## src/rtl/dsp_int_arith.sv

```systemverilog
// Integer helpers for the audio DSP chain: 16->32 sample extension, one's-complement
// reduced magnitude, and a multi-cycle digit-by-digit unsigned square root engine.
module dsp_int_arith #(
  parameter int RAD_W    = 32,
  parameter int EXT_FRAC = 4
) (
  input  logic                    iCLK,
  input  logic                    iRST,
  input  logic signed [15:0]      iSample,
  output logic signed [31:0]      oExt32,
  output logic        [15:0]      oRedAbs,
  input  logic        [RAD_W-1:0] iRad,
  input  logic                    iStart,
  output logic [RAD_W/2-1:0]      oRoot,
  output logic                    oBusy,
  output logic                    oDone
);

  localparam int ROOT_W = RAD_W / 2;
  localparam int REM_W  = ROOT_W + 2;
  localparam int CNT_W  = $clog2(ROOT_W + 1);

  typedef enum logic {S_IDLE, S_RUN} state_t;

  // One's-complement magnitude: -n maps to n-1, so -32768 lands on 32767 without overflow.
  function automatic logic [15:0] red_abs(input logic signed [15:0] s);
    return s[15] ? ~s : s;
  endfunction

  assign oExt32  = {{(16-EXT_FRAC){iSample[15]}}, iSample, {EXT_FRAC{1'b0}}};
  assign oRedAbs = red_abs(iSample);

  state_t             r_state;
  logic [RAD_W-1:0]   r_rad;
  logic [REM_W-1:0]   r_rem;
  logic [ROOT_W-1:0]  r_root;
  logic [CNT_W-1:0]   r_cnt;

  logic [REM_W-1:0]   w_rem_sh;
  logic [REM_W-1:0]   w_trial;
  logic               w_ge;
  logic [REM_W-1:0]   w_rem_nx;
  logic [ROOT_W-1:0]  w_root_nx;

  // One restoring step: bring in the next two radicand bits and try subtracting 4*root+1.
  assign w_rem_sh  = (r_rem << 2) | REM_W'(r_rad[RAD_W-1 -: 2]);
  assign w_trial   = {r_root, 2'b01};
  assign w_ge      = (w_rem_sh >= w_trial);
  assign w_rem_nx  = w_ge ? (w_rem_sh - w_trial) : w_rem_sh;
  assign w_root_nx = {r_root[ROOT_W-2:0], w_ge};

  always_ff @(posedge iCLK or posedge iRST) begin
    if (iRST) begin
      r_state <= S_IDLE;
      r_rad   <= '0;
      r_rem   <= '0;
      r_root  <= '0;
      r_cnt   <= '0;
      oRoot   <= '0;
      oBusy   <= 1'b0;
      oDone   <= 1'b0;
    end else begin
      oDone <= 1'b0;
      if (r_state == S_RUN) begin
        r_rad  <= r_rad << 2;
        r_rem  <= w_rem_nx;
        r_root <= w_root_nx;
        r_cnt  <= r_cnt - CNT_W'(1);
        if (r_cnt == CNT_W'(1)) begin
          oRoot   <= w_root_nx;
          oDone   <= 1'b1;
          oBusy   <= 1'b0;
          r_state <= S_IDLE;
        end
      end
      // A start wins over everything else: it restarts a running root, or chains
      // onto one finishing on this very edge (whose oDone pulse still goes out).
      if (iStart) begin
        r_state <= S_RUN;
        oBusy   <= 1'b1;
        r_rad   <= iRad;
        r_rem   <= '0;
        r_root  <= '0;
        r_cnt   <= CNT_W'(ROOT_W);
      end
    end
  end

endmodule

```

## config.mk

```make
export PLATFORM = sky130hd
export DESIGN_NAME = dsp_int_arith
export DESIGN_NICKNAME = d
export VERILOG_FILES = /design/src/rtl/dsp_int_arith.sv
export SDC_FILE = /design/constraint.sdc
export NUM_CORES = 1
export LEC_CHECK = 0
export ABC_AREA = 1
export CAP_MARGIN = 20
export CORE_UTILIZATION = 46
export DETAILED_ROUTE_END_ITERATION = 7
export HOLD_SLACK_MARGIN = 0.06
export PLACE_DENSITY_LB_ADDON = 0.1
export SLEW_MARGIN = 20
export SYNTH_ARGS = -nofsm -noshare
export SYNTH_HDL_FRONTEND = slang
export SYNTH_SLANG_ARGS = --single-unit
export TNS_END_PERCENT = 50
```

## constraint.sdc

```tcl
create_clock -name iCLK -period 3 [get_ports iCLK]
set_input_delay 0.75 -clock iCLK [delete_from_list [all_inputs] [get_ports iCLK]]
set_output_delay 0.75 -clock iCLK [all_outputs]
set_load 0.05 [all_outputs]
```

==> impl_metrics.yaml <==
die:
  start_util_pct: 47.4
  die_w_um: 108
  fp.dieArea_um2: 11600
  rows: 38
  coreArea_um2: 10900
  boundaryPins: 117
  die_h_um: 108
final_layout:
  antennaDiodeCount: 0
  final_cell_mix: "205 x nand2_1, 88 x dfrtp_1, 76 x inv_1"
  layout_commonest_cell: "nand2_1"
  area_growth_pct: 29.6
  fin_nets: 814
  drive_above_1_share_pct: 12.0
  finish.utilization_pct: 61.4
timing:
  worstMarginPinSlew_ns: 0.795
  hold_viol: 0
  finalSetupTns_ns: 0
  setup_slack_ns: 0.245
  min_period_over_period_pct: 91.8
  fin_crit_ns: 2.75
  setup_viol: 0
  fmax_ghz: 0.363
  drv_slew: 0
  relSlewSlack_pct: 46.9
  fin_skew_ns: 0.0103
  grt_setup_unrepaired: "false"
logic_synthesis:
  synth.avg_cell_area_um2: 7.75
  ys_warn_count: 0
  yosysSeqAreaShare_pct: 42.7
  yosysUniqueCellTypes: 34
  synth_cells: 665
  synth-seq-cells: 88
  syn_area_um2: 5160
power_and_ir_drop:
  power.leakage_nw: 3.33
  ir_worst_vdd_v: 0.000374
  powerDensity_nw_per_um2: 804
setup_path:
  slowest_stage: "clkdlybuf4s50_1"
  cp_max_fo: 28
  critPathKind: "primary input to output port"
  cpPeakStageDelay_ns: 0.51
  critical_path_arrival_ns: 2.00
  cpMostUsedCell: "buf_12"
  crit_required_ns: 2.25
  worstPathCellList: "clkdlybuf4s50_1, buf_12, xor2_1, buf_12"
  end_kind: "output port"
  start_kind: "primary input"
routing:
  drt_iter0_drc: 244
  num_vias: 4425
  remaining_drc_errors: 0
  avgViaCountPerCell: 4.98
  ant_nets: 0
  routedWlPerCell_um: 13.5
  firstDrtPassIters: 6
  wl_um: 12000
placement:
  io_buffers: 111
  post-dp-hpwl_um: 8830
  pre_cts_ws_ns: 0.258
  routabilityCongestion: 0.850
global_route:
  antenna_found_initial: 0
  grt_usage_pct: 22.1
  grt_pass1_wl_um: 19900
  grt_max_degree: 89
  grt.overflow.total: 0
  first_global_vias: 4168
clock_network:
  path_clk_slew_ns: 0.08
  htreeDepth: 3
  ctsHoldBuffers: 0
  cts_root_buf: "clkbuf_8"
  cts_buffers: 9
  cts_resized: 0
  cts_num_sinks: 88
  worstSkewPairLatency_ns: 0.37
  cts_tree: "built"
  postCtsSetupBuffers: 0
  clock_path_buffers: 2
min_path:
  hp-class: "flip-flop to flip-flop"
run_status:
  status: "complete, no violations"
run:
  cap_violations: 0
## critical path: cells and delay by family
family	cells	cell delay (ns)
buf+inv	3	0.96
xor+xnor	1	0.29
## routing by layer
layer / vias to the layer above / track usage, % / wire [um]
met5: - / 0 / 0
met4: 0 / 8.32 / 193
met3: 12 / 4.12 / 806
met2: 144 / 37.5 / 5700
met1: 2033 / 28.0 / 5280
li1: 2236 / - / -
## cell type report
class | instances | area (um^2)
Fill cell | 996 | 4210
Multi-Input combinational cell | 436 | 2280
Sequential cell | 88 | 2200
Timing Repair Buffer | 121 | 1450
Inverter | 87 | 330
Tap cell | 140 | 175
Clock buffer | 10 | 128
Clock inverter | 6 | 108
## sequential cells by signal, indices dropped and copies added, names as in the netlist
register  count
oBusy         1
r_root       16
r_rad        32
r_rem        16
r_cnt         5
r_state       1
oRoot        16
oDone         1
## where the power goes
group | internal (mW) | switching, mW | total, mW
clock network | 0.550 | 0.416 | 0.966
registers | 1.39 | 0.123 | 1.51
logic | 1.08 | 1.82 | 2.90
total | 3.02 | 2.35 | 5.37
## kinds of logic (layout without fill, tap and decap cells)
logic type	Yosys count	after routing	share of synthesized area, %
AO/OA/AOI/OAI	79	79	9.25
XOR/XNOR	21	21	3.57
adder cells (fa/ha/maj)	20	20	4.85
buffers and inverters	145	224	13.3
flip-flops	88	88	42.7
other	1	5	0.0727
AND/OR/NAND/NOR	311	311	26.3
## synth_stat cells
cell type,n,share of area (%)
a21o_1,1,0.15
a21oi_1,14,1.4
a22oi_1,5,0.73
a31oi_1,1,0.12
and2_1,2,0.24
and3_1,1,0.12
buf_2,8,0.78
buf_4,33,4.8
buf_6,1,0.22
clkbuf_1,16,1.2
clkinv_1,1,0.073
conb_1,1,0.073
dfrtp_1,88,43
ha_1,20,4.9
inv_1,77,5.6
inv_2,9,0.66
nand2_1,205,15
nand2_2,4,0.49
nand2_4,1,0.22
nand3_1,50,4.9
nand3_2,1,0.19
nand3b_1,13,1.9
nand4_1,5,0.61
nor2_1,18,1.3
nor2_2,4,0.49
nor2_4,2,0.44
nor3_1,5,0.49
o211ai_1,7,1.0
o21ai_0,25,2.4
o21ai_1,2,0.19
o221ai_1,7,1.2
o22ai_1,17,2.1
xnor2_1,5,0.85
xor2_1,16,2.7
## stage by stage
step / hold WS [ns] / power [mW] / instances / area, um^2
finish: 0.479 / 5.37 / 888 / 6680
detailed placement: 0.462 / 4.44 / 872 / 6440
global placement: 0.462 / 4.40 / 872 / 6440
floorplan: 0.449 / 3.70 / 669 / 5170
CTS: 0.483 / 5.42 / 888 / 6680
global route: 0.501 / 5.83 / 888 / 6680
## worst paths after layout
check | from | endpoint | slack [ns] | depth (start not counted)
min in group asynchronous | iRST | r_rad[26] | 0.81 | 3
min | oBusy | oBusy | 0.48 | 2
max | iSample[15] | oRedAbs[14] | 0.25 | 4
max in group asynchronous | iRST | r_root[2] | 1.76 | 3
min reg2reg | oBusy | oBusy | 0.48 | 2
max reg2reg | r_root[0] | r_rem[12] | 0.93 | 11
No activity file was read; power rests on OpenSTA's default activity.
